**src/rtl/stopwatch_display.sv**
```systemverilog
// Converts a binary elapsed-seconds count to HH:MM:SS BCD with a subtract-only FSM,
// and multiplexes the six digits onto a registered active-low 7-segment display.
`timescale 1ns/1ps
module stopwatch_display #(
    parameter int SCAN_DIV = 50000,
    parameter int BLANK_LZ = 1
) (
    input  logic        clk,
    input  logic        reset,
    input  logic [18:0] sec_in,
    output logic        busy,
    output logic        done,
    output logic        ovf,
    output logic [23:0] bcd,
    output logic [5:0]  an,
    output logic [6:0]  seg,
    output logic        dp
);

    localparam logic [18:0] OVF_LIMIT = 19'd360000;
    localparam int CNT_W = (SCAN_DIV > 1) ? $clog2(SCAN_DIV) : 1;
    localparam logic [CNT_W-1:0] CNT_LAST = CNT_W'(SCAN_DIV - 1);

    typedef enum logic [2:0] {IDLE, CAP, HR, MIN, HT, MT, ST, DONE} state_t;

    state_t            r_state, w_nextState;
    logic [18:0]       r_lastVal, r_rem;
    logic              r_ovfNext, r_ovf, r_done;
    logic [6:0]        r_hours;
    logic [5:0]        r_mins;
    logic [3:0]        r_hTens, r_mTens, r_sTens;
    logic [23:0]       r_bcd;

    logic [CNT_W-1:0]  r_scanCnt;
    logic [2:0]        r_nextIdx, r_shownIdx;
    logic [5:0]        r_an;
    logic [6:0]        r_seg;
    logic              r_dp;
    logic              w_tick, w_refresh, w_dpNext;
    logic [2:0]        w_selIdx;
    logic [3:0]        w_nibble;
    logic [5:0]        w_anNext;
    logic [6:0]        w_segNext;

    always_ff @(posedge clk or negedge reset) begin
        if (!reset) r_state <= IDLE;
        else        r_state <= w_nextState;
    end

    // Each divide stage stays put while it can still subtract, so latency tracks the digit values.
    always_comb begin
        w_nextState = r_state;
        case (r_state)
            IDLE:    if (sec_in != r_lastVal) w_nextState = CAP;
            CAP:     w_nextState = HR;
            HR:      if (r_rem < 19'd3600) w_nextState = MIN;
            MIN:     if (r_rem < 19'd60)   w_nextState = HT;
            HT:      if (r_hours < 7'd10)  w_nextState = MT;
            MT:      if (r_mins < 6'd10)   w_nextState = ST;
            ST:      if (r_rem < 19'd10)   w_nextState = DONE;
            DONE:    w_nextState = IDLE;
            default: w_nextState = IDLE;
        endcase
    end

    always_ff @(posedge clk or negedge reset) begin
        if (!reset) begin
            r_lastVal <= '0;
            r_rem     <= '0;
            r_ovfNext <= 1'b0;
            r_ovf     <= 1'b0;
            r_done    <= 1'b0;
            r_hours   <= '0;
            r_mins    <= '0;
            r_hTens   <= '0;
            r_mTens   <= '0;
            r_sTens   <= '0;
            r_bcd     <= '0;
        end else begin
            r_done <= (r_state == DONE);
            case (r_state)
                CAP: begin
                    r_lastVal <= sec_in;
                    r_rem     <= (sec_in >= OVF_LIMIT) ? sec_in - OVF_LIMIT : sec_in;
                    r_ovfNext <= (sec_in >= OVF_LIMIT);
                    r_hours   <= '0;
                    r_mins    <= '0;
                    r_hTens   <= '0;
                    r_mTens   <= '0;
                    r_sTens   <= '0;
                end
                HR: if (r_rem >= 19'd3600) begin
                    r_rem   <= r_rem - 19'd3600;
                    r_hours <= r_hours + 7'd1;
                end
                MIN: if (r_rem >= 19'd60) begin
                    r_rem  <= r_rem - 19'd60;
                    r_mins <= r_mins + 6'd1;
                end
                HT: if (r_hours >= 7'd10) begin
                    r_hours <= r_hours - 7'd10;
                    r_hTens <= r_hTens + 4'd1;
                end
                MT: if (r_mins >= 6'd10) begin
                    r_mins  <= r_mins - 6'd10;
                    r_mTens <= r_mTens + 4'd1;
                end
                ST: if (r_rem >= 19'd10) begin
                    r_rem   <= r_rem - 19'd10;
                    r_sTens <= r_sTens + 4'd1;
                end
                DONE: begin
                    r_bcd <= {r_hTens, r_hours[3:0], r_mTens, r_mins[3:0], r_sTens, r_rem[3:0]};
                    r_ovf <= r_ovfNext;
                end
                default: ;
            endcase
        end
    end

    assign w_tick = (r_scanCnt == CNT_LAST);

    // r_nextIdx is the digit the next tick will light; an stays all-off until that first tick.
    always_ff @(posedge clk or negedge reset) begin
        if (!reset) begin
            r_scanCnt  <= '0;
            r_nextIdx  <= '0;
            r_shownIdx <= '0;
        end else if (w_tick) begin
            r_scanCnt  <= '0;
            r_nextIdx  <= (r_nextIdx == 3'd5) ? 3'd0 : r_nextIdx + 3'd1;
            r_shownIdx <= r_nextIdx;
        end else begin
            r_scanCnt <= r_scanCnt + 1'b1;
        end
    end

    assign w_selIdx  = w_tick ? r_nextIdx : r_shownIdx;
    assign w_refresh = w_tick || (r_done && (r_an != 6'h3F));

    always_comb begin
        w_nibble = 4'h0;
        case (w_selIdx)
            3'd0:    w_nibble = r_bcd[3:0];
            3'd1:    w_nibble = r_bcd[7:4];
            3'd2:    w_nibble = r_bcd[11:8];
            3'd3:    w_nibble = r_bcd[15:12];
            3'd4:    w_nibble = r_bcd[19:16];
            3'd5:    w_nibble = r_bcd[23:20];
            default: w_nibble = 4'h0;
        endcase
        case (w_nibble)
            4'd0:    w_segNext = 7'h40;
            4'd1:    w_segNext = 7'h79;
            4'd2:    w_segNext = 7'h24;
            4'd3:    w_segNext = 7'h30;
            4'd4:    w_segNext = 7'h19;
            4'd5:    w_segNext = 7'h12;
            4'd6:    w_segNext = 7'h02;
            4'd7:    w_segNext = 7'h78;
            4'd8:    w_segNext = 7'h00;
            4'd9:    w_segNext = 7'h10;
            default: w_segNext = 7'h7F;
        endcase
        if (BLANK_LZ != 0 && w_selIdx == 3'd5 && w_nibble == 4'd0) w_segNext = 7'h7F;
        w_anNext = ~(6'b000001 << w_selIdx);
        w_dpNext = !(w_selIdx == 3'd2 || w_selIdx == 3'd4);
    end

    always_ff @(posedge clk or negedge reset) begin
        if (!reset) begin
            r_an  <= 6'h3F;
            r_seg <= 7'h7F;
            r_dp  <= 1'b1;
        end else if (w_refresh) begin
            r_an  <= w_anNext;
            r_seg <= w_segNext;
            r_dp  <= w_dpNext;
        end
    end

    assign busy = (r_state != IDLE);
    assign done = r_done;
    assign ovf  = r_ovf;
    assign bcd  = r_bcd;
    assign an   = r_an;
    assign seg  = r_seg;
    assign dp   = r_dp;

endmodule

```
**config.mk**
```make
export PLATFORM = sky130hd
export DESIGN_NAME = stopwatch_display
export DESIGN_NICKNAME = d
export VERILOG_FILES = /design/src/rtl/stopwatch_display.sv
export SDC_FILE = /design/constraint.sdc
export NUM_CORES = 1
export LEC_CHECK = 0
export ABC_AREA = 1
export BUFFER_PORTS_ARGS = -buffer_cell sky130_fd_sc_hd__buf_4
export CAP_MARGIN = 20
export CORE_UTILIZATION = 30
export DETAILED_ROUTE_END_ITERATION = 7
export MAX_ROUTING_LAYER = met4
export SYNTH_ARGS = -nofsm -noshare
export SYNTH_HDL_FRONTEND = slang
export SYNTH_SLANG_ARGS = --single-unit
```
**constraint.sdc**
```tcl
create_clock -name clk -period 3.1 [get_ports clk]
set_input_delay 0.62 -clock clk [delete_from_list [all_inputs] [get_ports clk]]
set_output_delay 0.62 -clock clk [all_outputs]
set_load 0.01 [all_outputs]
```
==> parameters.txt <==
Parameter                              Value

Worst setup path
  R2R Path Start ... r_scanCnt[0]
  CP required ... roughly 3.5 ns
  WP data arrival ... 3.09 ns
  Depth of the worst register-to-register path ... 18
  Cell family with most CP delay ... simple AND/OR/NAND/NOR gates
  Critical path startpoint category ... flop
  Number of buffers and inverters on the critical path ... 2
  Highest net fanout along the worst path ... 7
  Critical Setup Path Class ... flop to flop
  CP max-delay cell ... dfrtp_1
  Delay of the slowest critical-path stage ... 0.37 ns
  Nature of the critical path endpoint ... flop
  Endpoint of the worst register-to-register path ... seg[2]
  Critical Path, Cell by Cell ... ha_1 -> nand3_2 -> nor2_2 -> nand2_2 -> nand2_1 -> nand2_2 -> nand3_2 -> nor2_1 -> nor2_1 -> nand3_1 -> inv_1 -> ha_1 -> inv_1 -> nor2_1 -> nand3_4 -> nand3_2 -> nor2_1 -> nor2_1
  Critical path's most frequent cell ... nor2_1
  Worst reg-to-reg setup slack ... 0.38 ns

Synth
  Number of nets in the synthesized netlist ... approximately 1,200
  Flip-flop and latch count after synthesis ... 129
  Distinct cell type count of the synthesized netlist ... 49
  Number of enable flip-flop cells after synthesis ... 0
  Sequential area share after synthesis ... approximately two fifths
  Most repeated cell in the gate-level netlist after synthesis ... nand2_1
  Share of the synthesized area in the top cell type ... around 34%
  Post-synth top flop ... dfrtp_1
  Post-synthesis async set-or-reset flop share ... 100%
  Area of the mapped netlist ... 8450 sq um
  Synth Instances ... 1,158
  Number of warning messages in the yosys log ... 0
  Cell accounting for the most synthesized area ... dfrtp_1
  Average cell area after synthesis ... 7.30 sq um
  Largest cells by area after synthesis ... dfrtp_1 34%, nand2_1 11%, o21ai_0 7.2%
  Leading cell types by count after synthesis ... 254 x nand2_1, 150 x inv_1, 122 x o21ai_0, 120 x nor2_1, 115 x dfrtp_1

GRT
  Number of global-route vias before repair ... 7,436
  Number of antenna violations at the first check in global routing ... 0
  Gr usage total ... 17.2%
  Largest net degree at the start of global routing ... 72
  Wire length of the first global-routing pass ... 38,000 um
  GRT Residual Overflow ... 0

Floorplan
  Overall die area ... slightly below 30,000 sq um
  Placement row count ... slightly above 60
  Area of the core region ... between 20,000 and 30,000 sq um
  Number of top-level pins ... 62
  Die boundary height ... 170 um
  Initial standard-cell utilization of the core ... 30.4%
  Die X-Extent ... 170 um

STA
  Number of pins with negative max-slew slack in the final report ... 0
  Transition time of the tightest slew-check pin ... between 0.6 and 0.7 ns
  Final cycle utilization of the critical path ... 87.7%
  Time the final worst path needs with I/O delays and setup ... 2.72 ns
  Timing-limited maximum frequency ... 0.368 GHz
  RSZ-0062 raised after global routing ... no
  Total count of hold-check failures in the final report ... 0
  Setup Total Neg Slack ... 0 ns
  Final setup vio count ... 0
  Largest clock skew in the final design ... 0.0103 ns
  Worst slew margin ... 56.3%
  Hold Worst Slack ... just over 0.2 ns

Final layout
  Antenna Cells ... 0
  Share of layout cells above drive strength 1 ... between 10% and 20%
  Final non-filler cell area ... ~10,000 sq um
  Filler Cells Inserted ... 2,940
  Total Nets Final ... 1,274
  Synthesis-to-layout area growth ... 18.6%

CTS
  Number of sinks handled by clock tree synthesis ... between 100 and 150
  Clk_lat worst skew ... roughly 0.43 ns
  # Post-CTS Setup Buffers ... 0
  CTS tree ... done
  H-tree levels ... 4
  Clock buffer count from CTS ... 17
  Clock edge transition at the registers on the reported setup and hold paths ... 0.06 ns
  Clock Tree Buf Depth ... 2
  Post-cts sizing count ... 0
  Number of buffers inserted for hold repair after clock tree synthesis ... 0
  Root buf cell ... clkbuf_16

Route
  Router iterations before antenna repair ... 5
  Number of violations reported at the end of detailed-routing iteration 0 ... 677
  Vias per cell ... a little under 5
  Remaining antenna violation count after routing ... 0
  DRC violations left ... 0
  Via total after detailed routing ... 7,785
  Routed WL ... 22,900 um
  Routed wirelength normalized by instance count ... 14.1 um

Placement
  Final HPWL from detailed placement ... approximately 17,000 um
  Count of input and output buffers ... 61
  Post-Place Cell Area ... roughly 9400 sq um
  Final weighted congestion in routability-driven placement ... 0.954

Power
  Power density over the cells ... ~400 nW/um^2
  Clock Power Share ... between 50% and 60%
  Internal power component ... ~3100 uW
  Sequential fraction of design power ... 42.3%
  Leakage ... 0.00473 uW
  Sw Ratio ... 22.7%
  Part of the total power dissipated in combinational logic ... 3.5%
  Switching Power ... 905 uW
  Maximum resistive drop on vdd ... 0.362 mV

Min path
  Tightest Hold Check Type ... input port to async pin

Status
  Status ... complete, no violations

Job
  Max-cap check violation count ... 0
-- cells in the final DEF (no fill, tap or decap), types with 7 or more instances in the layout --
cell type	synthesis	layout
a21oi_1	45	45
a31oi_1	13	13
buf_4	0	75
clkbuf_16	0	17
dfrtp_1	115	115
dfstp_2	14	14
ha_1	27	27
inv_1	150	150
inv_2	10	10
nand2_1	254	254
nand2_2	15	15
nand2_4	7	7
nand3_1	62	62
nand3_2	8	8
nand4_1	17	17
nor2_1	120	119
nor2_2	18	19
nor3_1	15	15
o211ai_1	8	8
o21ai_0	122	122
o21ai_1	14	14
o22ai_1	8	8
xnor2_1	15	15
xor2_1	20	20
-- logic make-up (layout without fill, tap and decap cells) --
| logic type | after synthesis | in the layout | synth area share (%) |
|---|---|---|---|
| simple gates | 541 | 541 | 29.8 |
| compound gates | 234 | 234 | 15.4 |
| buf+inv | 192 | 273 | 8.78 |
| flops | 129 | 129 | 38.4 |
| xor+xnor | 35 | 35 | 3.63 |
| fa+ha+maj | 27 | 27 | 4.00 |
-- power groups by stage --
stage / clock network, uW / registers (uW) / logic, uW
finish: 2160 / 1680 / 139
global route: 2270 / 1680 / 158
global placement: 0 / 1710 / 141
floorplan: 0 / 1720 / 51.8
CTS: 2190 / 1680 / 141
detailed placement: 0 / 1710 / 141
-- worst max-delay path by stage --
| stage | from | end | slack [ns] | depth (start not counted) |
|---|---|---|---|---|
| after floorplan | r_scanCnt[0] | seg[2] | 0.75 | 18 |
| after global placement | r_scanCnt[0] | seg[6] | 0.48 | 18 |
| after detailed placement | r_scanCnt[0] | seg[2] | 0.38 | 18 |
| after CTS | r_scanCnt[0] | seg[2] | 0.36 | 18 |
| after global routing | r_scanCnt[0] | seg[2] | 0.1 | 18 |
| final | r_scanCnt[0] | seg[2] | 0.38 | 18 |
-- routing by layer --
metal	GRT usage [%]	up-vias	share of wire [%]
met5	-	-	0
met4	5.91	0	2.1
met3	3.51	39	4.5
met2	26.2	205	45
met1	22.6	3619	48
li1	-	3922	-
-- state kept, by name (all words and copies together), names as in the netlist, 4 cells and up --
name	count
r_hTens	4
r_mins	6
seg	7
r_rem	19
r_mTens	4
r_scanCnt	16
r_sTens	4
r_lastVal	19
r_hours	7
bcd	24
an	6
-- worst register-to-register path, delay by kind of cell (launching register included) --
kind	cells	cell delay [ns]
fa+ha+maj	2	0.39
buf+inv	2	0.20
flops	1	0.37
simple gates	14	1.71
-- area by class of cell --
type | count | area, sq um | share of cell area (%)
Sequential cell | 129 | 3250 | 32.4
Inverter | 164 | 621 | 6.19
Clock inverter | 12 | 183 | 1.82
Multi-Input combinational cell | 837 | 4470 | 44.6
Timing Repair Buffer | 77 | 594 | 5.93
Clock buffer | 20 | 437 | 4.36
Tap cell | 378 | 473 | 4.72
-- metrics by stage --
| step | setup slack, ns | instances | power [uW] | utilization, % |
|---|---|---|---|---|
| 2_1_floorplan | 0.746 | 1158 | 1770 | - |
| 3_3_place_gp | 0.481 | 1585 | 1860 | 33.8 |
| 3_5_place_dp | 0.381 | 1585 | 1860 | 33.8 |
| 4_1_cts | 0.361 | 1617 | 4020 | 36.1 |
| 5_1_grt | 0.0984 | 1617 | 4120 | 36.1 |
| 6_report | 0.382 | 1617 | 3990 | 36.1 |
(Power assumes the default switching activity.)
